**src/rtl/conc_trace_recorder.sv**
```systemverilog
// Captures DUT output samples ({speaker, nloss, nl}) into an internal trace
// memory, raw or run-length compressed, with a registered read-back port.
module conc_trace_recorder #(
  parameter  int DEPTH  = 64,
  parameter  int CNT_W  = 8,
  localparam int ADDR_W = $clog2(DEPTH)
) (
  input  logic              clock,
  input  logic              reset,
  input  logic              arm,
  input  logic              stop,
  input  logic              rle_en,
  input  logic              nloss,
  input  logic [3:0]        nl,
  input  logic              speaker,
  input  logic [ADDR_W-1:0] rd_addr,
  output logic [CNT_W+5:0]  rd_data,
  output logic [ADDR_W:0]   count,
  output logic              busy,
  output logic              done,
  output logic              overflow
);

  localparam int                ENTRY_W    = CNT_W + 6;
  localparam logic [CNT_W-1:0]  CNT_ONE    = CNT_W'(1);
  localparam logic [CNT_W-1:0]  CNT_MAX    = '1;
  localparam logic [ADDR_W:0]   FULL_COUNT = (ADDR_W + 1)'(DEPTH);

  typedef enum logic [1:0] {
    IDLE    = 2'd0,
    CAPTURE = 2'd1,
    DONE    = 2'd2
  } state_t;

  state_t              state_reg;
  logic                mode_reg;
  logic                pend_valid_reg;
  logic [5:0]          pend_word_reg;
  logic [CNT_W-1:0]    pend_cnt_reg;
  logic [ADDR_W:0]     count_reg;
  logic                overflow_reg;
  logic                busy_reg;
  logic                done_reg;
  logic [ENTRY_W-1:0]  rd_data_reg;

  logic [ENTRY_W-1:0]  mem [DEPTH];

  logic [5:0]          sample;
  logic                run_extends;
  logic                wr_en;
  logic [ENTRY_W-1:0]  wr_data;
  logic [ADDR_W-1:0]   wr_addr;
  logic [ADDR_W:0]     count_inc;
  logic                full_next;

  assign sample      = {speaker, nloss, nl};
  assign run_extends = pend_valid_reg && (sample == pend_word_reg) && (pend_cnt_reg != CNT_MAX);
  assign wr_addr     = count_reg[ADDR_W-1:0];
  assign count_inc   = count_reg + 1'b1;
  assign full_next   = wr_en && (count_inc == FULL_COUNT);

  // A write happens for every plain sample, for a closed RLE run, or for
  // the flush of a pending run when capture is stopped.
  always_comb begin
    wr_en   = 1'b0;
    wr_data = {pend_cnt_reg, pend_word_reg};
    if (state_reg == CAPTURE) begin
      if (stop) begin
        wr_en = mode_reg && pend_valid_reg;
      end else if (!mode_reg) begin
        wr_en   = 1'b1;
        wr_data = {CNT_ONE, sample};
      end else begin
        wr_en = pend_valid_reg && !run_extends;
      end
    end
  end

  always_ff @(posedge clock or posedge reset) begin
    if (reset) begin
      state_reg      <= IDLE;
      mode_reg       <= 1'b0;
      pend_valid_reg <= 1'b0;
      pend_word_reg  <= '0;
      pend_cnt_reg   <= '0;
      count_reg      <= '0;
      overflow_reg   <= 1'b0;
      busy_reg       <= 1'b0;
      done_reg       <= 1'b0;
    end else begin
      case (state_reg)
        IDLE, DONE: begin
          if (arm) begin
            state_reg      <= CAPTURE;
            mode_reg       <= rle_en;
            pend_valid_reg <= 1'b0;
            pend_cnt_reg   <= '0;
            count_reg      <= '0;
            overflow_reg   <= 1'b0;
            busy_reg       <= 1'b1;
            done_reg       <= 1'b0;
          end
        end
        CAPTURE: begin
          if (wr_en) begin
            count_reg <= count_inc;
          end
          // stop takes priority over a full-making write in the same cycle
          if (stop) begin
            state_reg      <= DONE;
            pend_valid_reg <= 1'b0;
            overflow_reg   <= 1'b0;
            busy_reg       <= 1'b0;
            done_reg       <= 1'b1;
          end else if (full_next) begin
            state_reg      <= DONE;
            pend_valid_reg <= 1'b0;
            overflow_reg   <= 1'b1;
            busy_reg       <= 1'b0;
            done_reg       <= 1'b1;
          end else if (mode_reg) begin
            if (run_extends) begin
              pend_cnt_reg <= pend_cnt_reg + 1'b1;
            end else begin
              pend_valid_reg <= 1'b1;
              pend_word_reg  <= sample;
              pend_cnt_reg   <= CNT_ONE;
            end
          end
        end
        default: begin
          state_reg <= IDLE;
          busy_reg  <= 1'b0;
          done_reg  <= 1'b0;
        end
      endcase
    end
  end

  // Trace memory keeps its contents across reset.
  always_ff @(posedge clock) begin
    if (wr_en) begin
      mem[wr_addr] <= wr_data;
    end
  end

  always_ff @(posedge clock or posedge reset) begin
    if (reset) begin
      rd_data_reg <= '0;
    end else begin
      rd_data_reg <= mem[rd_addr];
    end
  end

  assign rd_data  = rd_data_reg;
  assign count    = count_reg;
  assign busy     = busy_reg;
  assign done     = done_reg;
  assign overflow = overflow_reg;

endmodule

```
**config.mk**
```make
export PLATFORM = sky130hd
export DESIGN_NAME = conc_trace_recorder
export DESIGN_NICKNAME = d
export VERILOG_FILES = /design/src/rtl/conc_trace_recorder.sv
export SDC_FILE = /design/constraint.sdc
export NUM_CORES = 1
export LEC_CHECK = 0
export CAP_MARGIN = 10
export CORE_AREA = 3 3 288 290
export CTS_CLUSTER_SIZE = 10
export DETAILED_ROUTE_END_ITERATION = 12
export DIE_AREA = 0 0 291 293
export PLACE_DENSITY = 0.58
export SETUP_SLACK_MARGIN = 0.05
export SYNTH_ARGS = -nofsm -noshare
export SYNTH_HDL_FRONTEND = slang
export SYNTH_SLANG_ARGS = --single-unit
```
**constraint.sdc**
```tcl
create_clock -name clock -period 3.9 [get_ports clock]
set_input_delay 0.78 -clock clock [delete_from_list [all_inputs] [get_ports clock]]
set_output_delay 0.78 -clock clock [all_outputs]
set_load 0.02 [all_outputs]
```
==> results.md <==
- Clk sinks: 937
- Die area: ~85000 um2
- Via density: roughly 6.0
- Slowest cell delay on critical path: 920 ps
- Layout cell share with drive strength beyond 1: between 20 and 30%
- # Post-CTS Setup Buffers: 0
- Fin nets: 1866
- Post-DP HPWL: 52200 um
- Final setup TNS: 0 ps
- Worst reg-to-reg path cell count: 7
- CTS H-tree lvls: 3
- Max Root-Sink Buffers: 3
- Die Wd: 291 um
- Ratio of final minimum period to clock period: 88.1%
- Synth area leader: edfxtp_1
- Hold Path Stages: 1
- Sequential area share after synthesis: 77.3%
- Synthesized flop and latch total: 937
- Input/output buffers: 40
- Final Non-Filler Cells: 2966
- # placed instances: 2776
- Largest net degree at the start of global routing: 65
- Reg-to-reg slack, setup: 460 ps
- Slew @ Worst Pin: 1240 ps
- Syn_nets: 1723
- Worst Path Buf+Inv: 1
- Vias in the first global route: between 15k and 20k
- # hold bufs at CTS: 0
- Synth area leaders: edfxtp_1, mux4_2, a22oi_1, dfrtp_1, nand2_1
- CP top delay family: simple AND/OR/NAND/NOR gates
- Hold Startpoint: overflow
- GRT overflow: 0
- Mapped Area: about 36000 um2
- Initial antenna violation count: 0
- Avg Inst Size Synth: 21.2 um2
- Async SR Flop Fraction: about 4.4%
- Count of cell types in the netlist: 50
- Yosys warns: 0
- IO Pins: 41
- R2r startpoint: pend_cnt_reg[0]
- Pre-antenna DRT Iters: 5
- Req. time, crit path: 4150 ps
- Area grow syn2layout: 15.1%
- Max rail drop VDD: roughly 1.0 mV
- Number of buffers created by CTS: 105
- First-pass GRT wire length: around 130000 um
- Clock skew: 26.5 ps
- CTS root buf: clkbuf_16
- Worst min path class: reg -> reg
- Outcome: finished, final reports clean
- Worst-path clk slew: approximately 50 ps
- Ys flop type: edfxtp_1
- RSZ-0062 raised after global routing: false
- Ant diodes: 0
- P_leak: 0.0123 uW
- Iter 0 DRT Violations: roughly 2.4k
- Final Hold Viols: 0
- Critical-path cell list: ha_1 > nand3_1 > nor3_2 > or3_1 > o2111ai_2 > buf_12 > nor2_1
- Routed wire length: 88100 um
- Reg2reg end: mem[51][4]
- Post-route minimum period: 3440 ps
- Worst Path Max Fanout: 14
- Post-Syn Instances: 1704
- GPL Wtd Cong: 0.829
- Post-cts resize count: 0
- PwrDens: 551 nW/um2
- Hold WS: 498 ps
- Final setup fails: 0
- Core area: just over 80000 um2
- GR Util All Layers: 20.8%
- Slowest CP cell: nor2_1
- Residual DRC: 0
- Final Max Slew Viols: 0
- Drt wl/cell: about 30 um
- DR vias: 17.8k
- Worst-skew pair later-pin latency: 650 ps
- WP data arrival: 3680 ps
- Achievable Freq: 0.291 GHz
- DRT antenna net count: 0
- Max Cap Viol: 0
- CTS tree: done
- Synth top area share: 74.5%
- CP Class: reg -> reg
- Setup crit start kind: register
- Worst slew margin: ~17%
- Die Y: 293 um
- Row cnt: 104
- Post-synth EDFFs: ~900
- CP endpoint kind: register
- Hold Path Sink: overflow
- Initial Util: 44.9%
- Max FFs per register: approximately 900
-- cells in the final DEF, fill, tap and decap left out, types with 3 or more instances in the layout --
cell type	n
nor2_1	71
or3_1	6
nor2b_4	9
clkbuf_8	3
o31ai_1	10
nor2b_1	6
inv_1	6
buf_12	22
nand2b_1	3
nor3_1	4
clkbuf_1	49
dfrtp_1	41
o21ai_1	4
a22oi_1	140
nand3_1	8
xnor2_1	6
buf_6	12
or2_2	3
nand2_1	90
mux4_2	224
clkdlybuf4s50_1	38
nor3_2	10
mux2_2	6
o2111ai_2	7
o41ai_1	3
o21ai_0	6
clkbuf_16	108
edfxtp_1	896
a21oi_1	6
mux2_1	6
a41oi_1	4
a221o_1	3
buf_4	57
-- cells by family after synthesis --
kind of cell | Yosys count | share of synthesized area, %
buf+inv | 102 | 1.16
mux | 237 | 14.4
compound gates | 195 | 4.13
simple gates | 225 | 2.84
fa+ha+maj | 2 | 0.0692
flops | 937 | 77.3
xor+xnor | 6 | 0.145
-- metal layers --
layer	global-route usage, %	share of wire [%]	up-vias
li1	-	-	7432
met1	32.8	45	9372
met2	29.6	43	856
met3	4.28	9.1	134
met4	5.83	2.3	0
met5	0	0	-
-- synth_stat cells (all sizes together) (2+ instances only) --
master and n:
edfxtp 896, mux4 224, a22oi 140, nand2 90
nor2 72, clkbuf 53, buf 42, dfrtp 41
nor2b 15, nor3 14, mux2 12, o21ai 12
o31ai 10, nand3 8, inv 7, o2111ai 7
a21oi 6, or3 6, xnor2 6, a41oi 4
a221o 3, and2 3, nand2b 3, nor3b 3
o41ai 3, or2 3, a31oi 2, ha 2
nor4 2, o21a 2
-- report_power, final --
part | switching, uW | internal [uW]
sequential | 106 | 11800
clock | 3660 | 5090
combinational | 1680 | 559
total | 5440 | 17500
-- worst register-to-register path, stage by stage, from the launching register on --
cell,delay [ps]
dfrtp_1,410
ha_1,250
nand3_1,130
nor3_2,340
or3_1,540
o2111ai_2,230
buf_12,210
nor2_1,920
-- cell type report --
class                      instances  area (um2)
sequential                       937       27900
timing repair buffer             131        1410
clock inverter                     6        47.5
fill                            6164       39000
multi-input combinational        665        7910
tap                             1060        1330
inverter                           7        26.3
clock buffer                     160        2930
-- stage by stage --
step | setup WS (ps) | cell area [um2] | util [%] | power [uW]
final | 464 | 41600 | 51.6 | 22900
after global routing | 261 | 41600 | 51.6 | 23700
after CTS | 306 | 41400 | 51.4 | 23100
after detailed placement | -140 | 38400 | 47.7 | 14400
after global placement | -105 | 38400 | 47.6 | 14400
after floorplan | 680 | 36100 | - | 13200
-- worst max path at each step --
stage	cells past startpoint	to	from	slack (ps)
2_1_floorplan	6	mem[15][0]	stop	680
3_3_place_gp	7	mem[45][6]	nl[1]	-100
3_5_place_dp	7	mem[17][8]	nl[1]	-140
4_1_cts	7	mem[45][11]	pend_cnt_reg[0]	310
5_1_grt	7	mem[56][6]	pend_cnt_reg[0]	260
6_report	7	mem[51][4]	pend_cnt_reg[0]	460
Power figures use the tool's default switching activity.
